`config.mk`:
```
export PLATFORM = sky130hd
export DESIGN_NAME = vga_clk_cfg_slave
export DESIGN_NICKNAME = d
export VERILOG_FILES = /design/src/rtl/vga_clk_cfg_slave.sv
export SDC_FILE = /design/constraint.sdc
export NUM_CORES = 1
export LEC_CHECK = 0
export ABC_AREA = 1
export CORE_MARGIN = 5
export CORE_UTILIZATION = 30
export CTS_CLUSTER_SIZE = 40
export DETAILED_ROUTE_END_ITERATION = 16
export GPL_TIMING_DRIVEN = 0
export MAX_ROUTING_LAYER = met4
export SYNTH_ARGS = -nofsm -noshare
export SYNTH_HDL_FRONTEND = slang
export SYNTH_SLANG_ARGS = --single-unit
```
`constraint.sdc`:
```
create_clock -name clk_100m_i -period 2.6 [get_ports clk_100m_i]
set_clock_uncertainty 0.2 [all_clocks]
set_input_delay 0.52 -clock clk_100m_i [delete_from_list [all_inputs] [get_ports clk_100m_i]]
set_output_delay 0.52 -clock clk_100m_i [all_outputs]
set_load 0.01 [all_outputs]
```
`src/rtl/vga_clk_cfg_slave.sv`:
```
// vga_clk_cfg_slave: AXI4-Lite clocking-wizard reconfig subset (CFG 0x208, CTRL 0x25C, STATUS 0x004) with relock model.
// Define VGA_CFG_SLV_READ_EN to return register contents on the read channel; otherwise reads return 0/OKAY.
module vga_clk_cfg_slave #(
   parameter int         LOCK_CYCLES = 64,
   parameter logic [7:0] RESET_INT   = 8'd25,
   parameter logic [9:0] RESET_FRAC  = 10'd0
) (
   input  logic        clk_100m_i,
   input  logic        arstn_i,
   input  logic [10:0] s_axi_awaddr,
   input  logic        s_axi_awvalid,
   output logic        s_axi_awready,
   input  logic [31:0] s_axi_wdata,
   input  logic [3:0]  s_axi_wstrb,
   input  logic        s_axi_wvalid,
   output logic        s_axi_wready,
   output logic [1:0]  s_axi_bresp,
   output logic        s_axi_bvalid,
   input  logic        s_axi_bready,
   input  logic [10:0] s_axi_araddr,
   input  logic        s_axi_arvalid,
   output logic        s_axi_arready,
   output logic [31:0] s_axi_rdata,
   output logic [1:0]  s_axi_rresp,
   output logic        s_axi_rvalid,
   input  logic        s_axi_rready,
   output logic [7:0]  div_int_o,
   output logic [9:0]  div_frac_o,
   output logic        cfg_update_o,
   output logic        locked_o
);
   localparam logic [10:0] ADDR_STATUS = 11'h004;
   localparam logic [10:0] ADDR_CFG    = 11'h208;
   localparam logic [10:0] ADDR_CTRL   = 11'h25C;
   localparam int CW = $clog2(LOCK_CYCLES + 1);
   localparam logic [CW-1:0] LOCK_LOAD = CW'(LOCK_CYCLES);

   typedef enum logic [1:0] {W_IDLE, W_HAVE_AW, W_HAVE_W, W_RESP} w_state_t;
   typedef enum logic {R_IDLE, R_RESP} r_state_t;
   typedef enum logic {RELOCK, LOCKED} l_state_t;

   w_state_t w_state, w_next;
   r_state_t r_state, r_next;
   l_state_t l_state, l_next;
   logic [CW-1:0] cnt, cnt_next;
   logic [10:0] aw_q, wr_addr;
   logic [31:0] wd_q, wr_data;
   logic [3:0]  ws_q, wr_strb;
   logic [7:0]  sh_int;
   logic [9:0]  sh_frac;
   logic [1:0]  wr_resp;
   logic        aw_hs, w_hs, ar_hs, wr_do, cfg_wr, commit;
   logic        unused_bits;

   assign s_axi_awready = (w_state == W_IDLE) || (w_state == W_HAVE_W);
   assign s_axi_wready  = (w_state == W_IDLE) || (w_state == W_HAVE_AW);
   assign s_axi_bvalid  = (w_state == W_RESP);
   assign aw_hs = s_axi_awvalid && s_axi_awready;
   assign w_hs  = s_axi_wvalid && s_axi_wready;

   // The write lands on whichever edge completes the AW/W pair; the earlier half comes from its holding register.
   assign wr_addr = (w_state == W_HAVE_AW) ? aw_q : s_axi_awaddr;
   assign wr_data = (w_state == W_HAVE_W) ? wd_q : s_axi_wdata;
   assign wr_strb = (w_state == W_HAVE_W) ? ws_q : s_axi_wstrb;
   assign wr_resp = (wr_addr inside {ADDR_STATUS, ADDR_CFG, ADDR_CTRL}) ? 2'b00 : 2'b10;
   assign cfg_wr  = wr_do && (wr_addr == ADDR_CFG);
   assign commit  = wr_do && (wr_addr == ADDR_CTRL) && (wr_data[1:0] == 2'b11);
   assign unused_bits = ^{wr_data[31:18], wr_strb[3]};

   always_comb begin
      w_next = w_state;
      wr_do  = 1'b0;
      case (w_state)
         W_IDLE: begin
            wr_do  = aw_hs && w_hs;
            w_next = wr_do ? W_RESP : aw_hs ? W_HAVE_AW : w_hs ? W_HAVE_W : W_IDLE;
         end
         W_HAVE_AW: begin
            wr_do  = w_hs;
            w_next = w_hs ? W_RESP : W_HAVE_AW;
         end
         W_HAVE_W: begin
            wr_do  = aw_hs;
            w_next = aw_hs ? W_RESP : W_HAVE_W;
         end
         W_RESP:  w_next = s_axi_bready ? W_IDLE : W_RESP;
         default: w_next = W_IDLE;
      endcase
   end

   always_ff @(posedge clk_100m_i or negedge arstn_i) begin
      if (!arstn_i) begin
         w_state     <= W_IDLE;
         aw_q        <= '0;
         wd_q        <= '0;
         ws_q        <= '0;
         s_axi_bresp <= 2'b00;
      end else begin
         w_state <= w_next;
         if (aw_hs) aw_q <= s_axi_awaddr;
         if (w_hs) begin
            wd_q <= s_axi_wdata;
            ws_q <= s_axi_wstrb;
         end
         if (wr_do) s_axi_bresp <= wr_resp;
      end
   end

   always_ff @(posedge clk_100m_i or negedge arstn_i) begin
      if (!arstn_i) begin
         sh_int       <= RESET_INT;
         sh_frac      <= RESET_FRAC;
         div_int_o    <= RESET_INT;
         div_frac_o   <= RESET_FRAC;
         cfg_update_o <= 1'b0;
      end else begin
         if (cfg_wr && wr_strb[0]) sh_int <= wr_data[7:0];
         if (cfg_wr && wr_strb[1]) sh_frac[7:0] <= wr_data[15:8];
         if (cfg_wr && wr_strb[2]) sh_frac[9:8] <= wr_data[17:16];
         if (commit) begin
            div_int_o  <= sh_int;
            div_frac_o <= sh_frac;
         end
         cfg_update_o <= commit;
      end
   end

   // A commit always (re)starts the relock window, even from LOCKED.
   always_comb begin
      l_next   = l_state;
      cnt_next = cnt;
      if (commit) begin
         l_next   = RELOCK;
         cnt_next = LOCK_LOAD;
      end else if (l_state == RELOCK) begin
         l_next   = (cnt == '0) ? LOCKED : RELOCK;
         cnt_next = (cnt == '0) ? cnt : cnt - CW'(1);
      end
   end

   always_ff @(posedge clk_100m_i or negedge arstn_i) begin
      if (!arstn_i) begin
         l_state <= RELOCK;
         cnt     <= LOCK_LOAD;
      end else begin
         l_state <= l_next;
         cnt     <= cnt_next;
      end
   end

   assign locked_o = (l_state == LOCKED);

   assign s_axi_arready = (r_state == R_IDLE);
   assign s_axi_rvalid  = (r_state == R_RESP);
   assign ar_hs = s_axi_arvalid && s_axi_arready;

   always_comb r_next = (r_state == R_IDLE) ? (s_axi_arvalid ? R_RESP : R_IDLE)
                                            : (s_axi_rready ? R_IDLE : R_RESP);

   always_ff @(posedge clk_100m_i or negedge arstn_i) begin
      if (!arstn_i) r_state <= R_IDLE;
      else          r_state <= r_next;
   end

`ifdef VGA_CFG_SLV_READ_EN
   logic [31:0] rd_mux;
   logic [1:0]  rd_resp;

   always_comb begin
      rd_mux  = (s_axi_araddr == ADDR_CFG)    ? {14'b0, sh_frac, sh_int} :
                (s_axi_araddr == ADDR_STATUS) ? {31'b0, locked_o} : 32'b0;
      rd_resp = (s_axi_araddr inside {ADDR_STATUS, ADDR_CFG, ADDR_CTRL}) ? 2'b00 : 2'b10;
   end

   always_ff @(posedge clk_100m_i or negedge arstn_i) begin
      if (!arstn_i) begin
         s_axi_rdata <= '0;
         s_axi_rresp <= 2'b00;
      end else if (ar_hs) begin
         s_axi_rdata <= rd_mux;
         s_axi_rresp <= rd_resp;
      end
   end
`else
   logic unused_rd;
   assign unused_rd   = ^{s_axi_araddr, ar_hs};
   assign s_axi_rdata = '0;
   assign s_axi_rresp = 2'b00;
`endif
endmodule

```
==> out/results.ini, run 1 <==
[place]
dpl_worst_slack_ns=0.09387
place_congestion=0.7988
dp_hpwl_um=7304
portBuffers=64
placed_area_mm2=0.005146

[timing]
rsz0062_at_grt=false
min_period_over_period_pct=87.38
whs_ns=0.2737
finalMaxSlewViolations=0
final_hold_viol_count=0
fin_crit_ns=2.272
tightest_slew_ns=0.5066
fin_ws_ns=0.3282
finalSetupViolCount=0
max_freq_ghz=0.4402
tns_ns=0
worst_slew_margin_rel_pct=66.23

[synth]
synth_largest_area_cell=dfrtp_1
synthSimpleGateAreaFrac_pct=27.38
synth_fa_ha_area_share_pct=0.3026
synth.avg_cell_area_um2=8.270
synthFlopType=dfrtp_1
synth_top_family_by_area=simple AND/OR/NAND/NOR gates
async_reset_ff_share_pct=100.0
synth-xor-area-share_pct=0.2118
netlist_area_mm2=0.004135
yosysWarningCount=0
synth_cell_types=33
yosysSeqAreaShare_pct=49.23
ys_ff_latch=81
syn_inst=500
synth.mux.area_fraction_pct=3.268
synthTopCellsByArea=dfrtp_1 45%, nand2_1 16%, buf_4 6.7%
synth_top_area_share_pct=44.78
synth_compound_area_share_pct=5.749
synth_edf_count=0

[detailed_routing]
route.detailed.drc=0
drt-wirelength-per-cell_um=11.95
drtIter0Drc=170
routed_wirelength_um=9511
viasPerCell=4.242
dr.pass1.iters=4
via_count=3377
ant_nets=0

[floorplan]
pin_count=126
rows=43
dieArea_mm2=0.01623
core_mm2=0.01372
dieHeight_um=127.4
fp.dieW_um=127.4
start_util_pct=30.14

[setup_path]
arrival_ns=1.55
crit_slowest_cell=clkdlybuf4s50_1
reg2reg_to=sh_frac[4]$_DFFE_PN0P_
worstPathRequired_ns=1.88
path_cells=buf_6, nand2_1, inv_1, clkdlybuf4s50_1
cp_slowest_stage_delay_ns=0.54
reg2reg_depth=9
critPathLaunchType=flip-flop
ff2ff_setup_slack_ns=0.53
r2r_start=w_state[0]$_DFF_PN0_
setup.worst_path.class=flip-flop to output pin
cp_max_fo=10
cp-end-kind=output pin

[clock_tree]
cts_resized=0
numCtsBuffers=9
htreeDepth=3
clock-root-buffer=clkbuf_16
clock_latency_ns=0.35
cts_sinks=81
tritoncts=built
clk_path_buf_depth=2
clk_pin_slew_worst_paths_ns=0.06

[layout]
fin_nets=677
area_delta_synth_final_pct=32.04
drive_gt1_share_pct=16.40
diodes=0
fin_area_mm2=0.005460

[min_path]
hp-class=flip-flop to flip-flop
min-delay-start=div_int_o[4]$_DFFE_PN1N_
min_to=div_int_o[4]$_DFFE_PN1N_
min_path_cells=2

[grt]
grt_max_degree=44
grt_pass1_wl_um=16260
grt_overflow_total=0
grt_usage_pct=12.68
antenna_found_initial=0
grt_pass1_vias=3430

[power_and_ir_drop]
ir_drop_v=0.0004173
p_per_area_mw_per_mm2=835.8
power_leakage_uw=0.002828

[outcome]
outcome=finished, final reports clean

[run]
cap_violations=0

==> layout by cell type (no fill, tap or decap), drive strengths merged <==
master and instances:
conb 35, clkinv 2, nand2 181, bufinv 1, clkdlybuf4s50 63, clkbuf 15
dfstp 7, nor2 38, dfrtp 74, nor3 1, buf 47, ha 1
mux2 12, o21ai 27, nand4 22, xor2 1, nand3b 1, or2 1
inv 49, a21oi 19, clkinvlp 2, nand3 16, dlygate4sd3 1
==> worst max-delay path, delay by kind of cell, from the launching register on <==
kind	cells	cell delay, ns
simple gates	1	0.07
flops	1	0.35
buf+inv	3	0.79
==> worst max-delay path by stage <==
stage	start	to	depth (start not counted)
global route	w_state[1]$_DFF_PN0_	s_axi_bvalid	4
finish	w_state[1]$_DFF_PN0_	s_axi_bvalid	4
CTS	w_state[1]$_DFF_PN0_	s_axi_bvalid	4
global placement	arstn_i	aw_q[10]$_DFFE_PN0N_	1
detailed placement	s_axi_awvalid	sh_frac[4]$_DFFE_PN0P_	8
floorplan	w_state[1]$_DFF_PN0_	div_int_o[2]$_DFFE_PN0N_	11
==> synth_stat cells (2+ instances only) <==
cell type / instances
inv_1: 44
buf_6: 3
nand2_2: 6
buf_2: 2
clkbuf_1: 6
buf_4: 37
mux2_2: 12
nor2_2: 3
nor2_4: 3
nor2_1: 32
nand2_1: 174
nand4_1: 22
a21oi_1: 18
o21ai_0: 25
dfrtp_1: 74
dfstp_2: 7
nand3_1: 15
buf_8: 2
==> layout make-up <==
class | instances | area, µm²
sequential | 81 | 2036
timing repair buffer | 66 | 668.1
fill | 1363 | 8259
inverter | 47 | 191.4
buffer | 51 | 377.9
clock inverter | 7 | 78.83
multi-input combinational | 355 | 1658
clock buffer | 9 | 225.2
tap | 180 | 225.2
==> layer usage <==
layer,wire (µm),global-route usage (%)
met1,4451,16.56
met2,4512,19.48
met3,373,2.341
met4,173,5.110
met5,0,-
==> power breakdown <==
group	total (µW)	internal, µW	switching (µW)	leakage (µW)
Sequential	1760	1590	168	0.00101
Clock	1300	753	549	0.000144
Combinational	1500	602	899	0.00168
==> through the flow <==
step | cells | power [µW] | util [%]
3_5_place_dp | 779 | 3277 | 37.51
2_1_floorplan | 534 | 2840 | -
6_report | 796 | 4563 | 39.80
3_3_place_gp | 778 | 3210 | 37.38
4_1_cts | 796 | 4596 | 39.80
5_1_grt | 796 | 4919 | 39.80
==> registers in the layout, indices dropped and copies added, names as in the netlist, 3 cells and up <==
signal      cells
cnt             7
ws_q            3
div_frac_o     10
sh_int          8
aw_q           11
div_int_o       8
sh_frac        10
wd_q           18
==> cells by family after synthesis <==
group | count (synthesis)
compound gates | 46
mux | 12
other cells | 1
flops | 81
fa+ha+maj | 1
simple gates | 260
buf+inv | 98
xor+xnor | 1
==> repair_timing <==
item                      CTS  global route
hold buffers                1             0
hold endpoints to repair   38             0
buffers inserted            0             0
(Power assumes the default switching activity.)
==> run 2: changes to the inputs <==
--- a/config.mk
+++ b/config.mk
@@ -6,12 +6,14 @@
 export NUM_CORES = 1
 export LEC_CHECK = 0
 export ABC_AREA = 1
+export CAP_MARGIN = 20
 export CORE_MARGIN = 5
 export CORE_UTILIZATION = 30
 export CTS_CLUSTER_SIZE = 40
 export DETAILED_ROUTE_END_ITERATION = 16
 export GPL_TIMING_DRIVEN = 0
 export MAX_ROUTING_LAYER = met4
+export SLEW_MARGIN = 20
 export SYNTH_ARGS = -nofsm -noshare
 export SYNTH_HDL_FRONTEND = slang
 export SYNTH_SLANG_ARGS = --single-unit
==> results of run 2 <==
The final DEF is identical to that of run 1; final timing and power are the same.
